==> src/rtl/nes_pkg.sv <==
// rtl/nes_pkg.sv - shared types and constants for the NES controller interface
package nes_pkg;

    typedef enum logic [1:0] {
        IDLE     = 2'd0,
        LOADED   = 2'd1,
        SHIFTING = 2'd2,
        DONE     = 2'd3
    } state_t;

    localparam int NUM_BUTTONS = 8;

    // Bit positions inside the button vector; A is shifted out first.
    localparam int BTN_A      = 7;
    localparam int BTN_B      = 6;
    localparam int BTN_SELECT = 5;
    localparam int BTN_START  = 4;
    localparam int BTN_UP     = 3;
    localparam int BTN_DOWN   = 2;
    localparam int BTN_LEFT   = 1;
    localparam int BTN_RIGHT  = 0;

endpackage

==> src/rtl/nes_sync_edge.sv <==
// rtl/nes_sync_edge.sv - 2-flop synchronizer with rise/fall edge detect
module nes_sync_edge (
    input  logic clk,
    input  logic rst_n,
    input  logic d_i,
    output logic lvl,
    output logic rise,
    output logic fall
);

    logic meta_q;
    logic sync_q;
    logic prev_q;

    // Two-stage synchronizer plus one history flop for edge detection.
    always_ff @(posedge clk or negedge rst_n) begin
        if (!rst_n) begin
            meta_q <= 1'b0;
            sync_q <= 1'b0;
            prev_q <= 1'b0;
        end else begin
            meta_q <= d_i;
            sync_q <= meta_q;
            prev_q <= sync_q;
        end
    end

    assign lvl  = sync_q;
    assign rise = sync_q & ~prev_q;
    assign fall = ~sync_q & prev_q;

endmodule

==> src/rtl/nes_controller_responder.sv <==
// rtl/nes_controller_responder.sv - controller-side 4021-style serial responder
module nes_controller_responder
    import nes_pkg::*;
#(
    parameter int   TIMEOUT_CYCLES = 50000,
    parameter logic FILL_BIT       = 1'b0
) (
    input  logic                   clk,
    input  logic                   reset,
    input  logic                   latch,
    input  logic                   pulse,
    input  logic [NUM_BUTTONS-1:0] buttons,
    output logic                   sout,
    output logic [1:0]             state,
    output logic [3:0]             bitIdx,
    output logic                   frameDone,
    output logic                   timeout
);

    localparam int               CNT_W    = (TIMEOUT_CYCLES > 1) ? $clog2(TIMEOUT_CYCLES) : 1;
    localparam logic [CNT_W-1:0] CNT_LAST = CNT_W'(TIMEOUT_CYCLES - 1);

    logic latch_lvl, latch_rise, latch_fall;
    logic pulse_lvl, pulse_rise, pulse_fall;
    logic unused_sink;

    state_t                 state_q, state_d;
    logic [NUM_BUTTONS-1:0] shreg_q, shreg_d;
    logic [3:0]             bit_idx_q, bit_idx_d;
    logic                   sout_q, sout_d;
    logic                   frame_done_q, frame_done_d;
    logic                   timeout_q, timeout_d;
    logic [CNT_W-1:0]       cnt_q, cnt_d;

    nes_sync_edge u_latch_sync (
        .clk   (clk),
        .rst_n (reset),
        .d_i   (latch),
        .lvl   (latch_lvl),
        .rise  (latch_rise),
        .fall  (latch_fall)
    );

    nes_sync_edge u_pulse_sync (
        .clk   (clk),
        .rst_n (reset),
        .d_i   (pulse),
        .lvl   (pulse_lvl),
        .rise  (pulse_rise),
        .fall  (pulse_fall)
    );

    // Only edges drive the FSM; the remaining synchronizer outputs are unused.
    assign unused_sink = ^{latch_lvl, pulse_lvl, pulse_fall};

    // Next-state logic: latch rise overrides everything, then per-state behaviour.
    always_comb begin
        state_d      = state_q;
        shreg_d      = shreg_q;
        bit_idx_d    = bit_idx_q;
        sout_d       = sout_q;
        frame_done_d = 1'b0;
        timeout_d    = timeout_q;
        cnt_d        = cnt_q;

        if (latch_rise) begin
            state_d   = LOADED;
            shreg_d   = ~buttons;
            sout_d    = ~buttons[BTN_A];
            bit_idx_d = 4'd0;
            timeout_d = 1'b0;
            cnt_d     = '0;
        end else begin
            case (state_q)
                IDLE: begin
                    sout_d = 1'b1;
                end
                LOADED: begin
                    // On the fall the register keeps last cycle's snapshot.
                    if (latch_fall) begin
                        state_d = SHIFTING;
                        cnt_d   = '0;
                    end else begin
                        shreg_d = ~buttons;
                        sout_d  = ~buttons[BTN_A];
                    end
                end
                SHIFTING: begin
                    if (pulse_rise) begin
                        shreg_d   = {shreg_q[NUM_BUTTONS-2:0], FILL_BIT};
                        sout_d    = shreg_q[NUM_BUTTONS-2];
                        bit_idx_d = bit_idx_q + 4'd1;
                        cnt_d     = '0;
                        if (bit_idx_q == 4'd7) begin
                            state_d      = DONE;
                            frame_done_d = 1'b1;
                        end
                    end else if (cnt_q == CNT_LAST) begin
                        state_d   = IDLE;
                        timeout_d = 1'b1;
                        sout_d    = 1'b1;
                    end else begin
                        cnt_d = cnt_q + CNT_W'(1);
                    end
                end
                DONE: begin
                    sout_d = FILL_BIT;
                    if (pulse_rise) begin
                        cnt_d = '0;
                    end else if (cnt_q == CNT_LAST) begin
                        state_d   = IDLE;
                        timeout_d = 1'b1;
                        sout_d    = 1'b1;
                    end else begin
                        cnt_d = cnt_q + CNT_W'(1);
                    end
                end
                default: begin
                    state_d = IDLE;
                    sout_d  = 1'b1;
                end
            endcase
        end
    end

    // State registers; reset drops the line to idle-high immediately.
    always_ff @(posedge clk or negedge reset) begin
        if (!reset) begin
            state_q      <= IDLE;
            shreg_q      <= '1;
            bit_idx_q    <= 4'd0;
            sout_q       <= 1'b1;
            frame_done_q <= 1'b0;
            timeout_q    <= 1'b0;
            cnt_q        <= '0;
        end else begin
            state_q      <= state_d;
            shreg_q      <= shreg_d;
            bit_idx_q    <= bit_idx_d;
            sout_q       <= sout_d;
            frame_done_q <= frame_done_d;
            timeout_q    <= timeout_d;
            cnt_q        <= cnt_d;
        end
    end

    assign sout      = sout_q;
    assign state     = state_q;
    assign bitIdx    = bit_idx_q;
    assign frameDone = frame_done_q;
    assign timeout   = timeout_q;

endmodule

==> config.mk <==
export PLATFORM = sky130hd
export DESIGN_NAME = nes_controller_responder
export DESIGN_NICKNAME = d
export VERILOG_FILES = /design/src/rtl/nes_pkg.sv /design/src/rtl/nes_sync_edge.sv /design/src/rtl/nes_controller_responder.sv
export SDC_FILE = /design/constraint.sdc
export NUM_CORES = 1
export LEC_CHECK = 0
export BUFFER_PORTS_ARGS = -buffer_cell sky130_fd_sc_hd__buf_2
export CAP_MARGIN = 20
export CORE_UTILIZATION = 50
export DETAILED_ROUTE_END_ITERATION = 8
export PLACE_DENSITY = 0.74
export RECOVER_POWER = 25
export SLEW_MARGIN = 20
export SYNTH_ARGS = -nofsm -noshare
export SYNTH_HDL_FRONTEND = slang
export SYNTH_HIERARCHICAL = 1
export SYNTH_SLANG_ARGS = --single-unit
==> constraint.sdc <==
create_clock -name clk -period 6.4 [get_ports clk]
set_clock_uncertainty 0.05 [all_clocks]
set_input_delay 1.28 -clock clk [delete_from_list [all_inputs] [get_ports clk]]
set_output_delay 1.28 -clock clk [all_outputs]
set_load 0.05 [all_outputs]
==> metrics.txt <==
multi-input logic area 978.4 µm²; Setup Buffers After CTS 0; Die H ~65 µm; status finished with violations; TritonCTS clock tree built; Synth Area per Inst 10.09 µm²; Placeable Area 3744 µm²; drt pass-1 iters 4; Design Area, Final between 2000 and 2500 µm²; row cnt 22; vias in the first global route roughly 1,400; synthesis-to-finish area growth 10.22%; total global routing track utilization 19.88%; syn nets 217; MaxCap Viol Count 1; CTS sink cnt 38; Hold Vio Cnt, Final 0; clock root cell clkbuf_8; PwrDens ~360 nW/µm²; DP Cell Count 260; critical path endpoint category asynchronous set/reset pin; worst hold slack 0.3038 ns; # hold bufs at CTS 0; critical-path cell list clkbuf_1; H-tree depth 2; Worst slew margin -29.72%; initial antenna violation count 0; fillers roughly 350; Yosys warning total 6; global-route wire length before repair between 6000 and 7000 µm; grt ovf 0; Slew @ Worst Pin between 1.5 and 2 ns; crit path buf inv count 1; crit share post-route 42.08%; Pleak 0.9528 nW; Req. time, crit path between 6 and 7 ns; post-placement cell area ~2100 µm²; cts repair resizes 0; failing checks capacitance limit, slew limit; Setup Viol. Count Final 0; Detailed Route Iter0 Violations ~110; post-DP HPWL 2524 µm; port bufs 20; initial core utilization 53.61%; largest net degree at the start of global routing 39; DRC viols 0; Fmax between 0.3 and 0.4 GHz; kind of start point of the critical path primary input; Chip Width approximately 65 µm; Placer Congestion slightly above 0.8; wire per inst 13.52 µm; Crit-path slowest cell clkbuf_1; ANT nets after route 0; worst vdd ir 260.5 µV; RSZ-0062 raised after global routing false; clk slew on worst S/H paths around 0.06 ns; Final Non-Filler Cells between 200 and 300; Total Routed Length between 3000 and 4000 µm; vias 1,481; Finished Core Util between 50% and 60%; top fanout value on the critical path 38; setup tns final 0 ns; kind of critical path in -> async; Syn Std Cell Area ~2000 µm²; Clk Latency, worst-skew pair 0.29 ns; n_diodes 0; Crit path largest cell delay between 1 and 1.5 ns; DR vias/cell 5.526; I/O pins 21; critical path data arrival time 2.66 ns; CTS Buffer Depth 2; layout cells sized above 1 between 20% and 30%; post-layout min period 2.693 ns; max-slew violations 39; Num CTS Buffers 5; Die ar. 4271 µm²; Hold/Removal Path Class reg -> reg; crit-path leading delay family buffers and inverters; Final nets 237; register area between 900 and 1000 µm²; Cells after Synth between 150 and 200
where the power goes:
group	internal [mW]	switching (mW)
sequential	0.301	0.0334
clock	0.0868	0.0819
combinational	0.117	0.185
worst paths after layout:
kind | from | end | slack [ns] | cells past startpoint
max in group clk | u_latch_sync/prev_q$_DFF_PN0_ | cnt_q[7]$_DFFE_PN0P_ | 3.89 | 5
max reg2reg | u_latch_sync/prev_q$_DFF_PN0_ | cnt_q[7]$_DFFE_PN0P_ | 3.89 | 5
min in group asynchronous | reset | timeout$_DFFE_PN0P_ | 1.48 | 1
max | reset | cnt_q[9]$_DFFE_PN0P_ | 3.71 | 1
min reg2reg | u_pulse_sync/meta_q$_DFF_PN0_ | u_pulse_sync/lvl$_DFF_PN0_ | 0.30 | 0
min | u_pulse_sync/meta_q$_DFF_PN0_ | u_pulse_sync/lvl$_DFF_PN0_ | 0.30 | 0
registers in the layout, summed over array words and instances (netlist names):
| name | count |
|---|---|
| shreg_q | 7 |
| u_latch_sync/lvl | 1 |
| u_latch_sync/prev_q | 1 |
| state | 2 |
| bitIdx | 4 |
| u_latch_sync/meta_q | 1 |
| frameDone | 1 |
| timeout | 1 |
| u_pulse_sync/lvl | 1 |
| u_pulse_sync/meta_q | 1 |
| sout | 1 |
| cnt_q | 16 |
| u_pulse_sync/prev_q | 1 |
cells in the final DEF, fill, tap and decap left out, types with 2 or more instances in the layout:
cell / count
a21oi_1: 9
o41ai_1: 2
buf_2: 19
nor3_1: 4
o21ai_0: 15
nor2_1: 22
nand3_1: 7
clkbuf_1: 2
inv_1: 6
ha_1: 6
dfstp_2: 8
dfrtp_1: 30
o21ai_1: 4
mux2_2: 6
xor2_1: 2
xnor2_1: 6
a31oi_1: 3
nand4_1: 2
and2_1: 2
nand3b_1: 2
nand2_1: 12
nor2b_1: 6
o21a_1: 2
o31ai_1: 4
clkbuf_8: 6
nor4_1: 3
nand2b_1: 7
cell type report:
cell class	instances	area share, %
Multi-Input combinational cell	148	44.23
Sequential cell	38	43.44
Inverter	6	1.018
Tap cell	48	2.715
Timing Repair Buffer	20	4.468
Clock buffer	7	3.903
Clock inverter	1	0.2262
stage by stage:
step	worst slack, ns	total power, mW
after floorplan	4.021	0.5867
after global placement	4.020	0.6344
after detailed placement	3.908	0.6439
after CTS	3.899	0.8121
after global routing	3.208	0.8605
final	3.707	0.8047
routing by layer:
layer / share of wire (%) / GRT usage (%)
met2: 45 / 30.41
met3: 3.5 / 4.688
met4: 2.2 / 11.14
met5: 0 / 0
met1: 50 / 25.70
(Power assumes the default switching activity.)
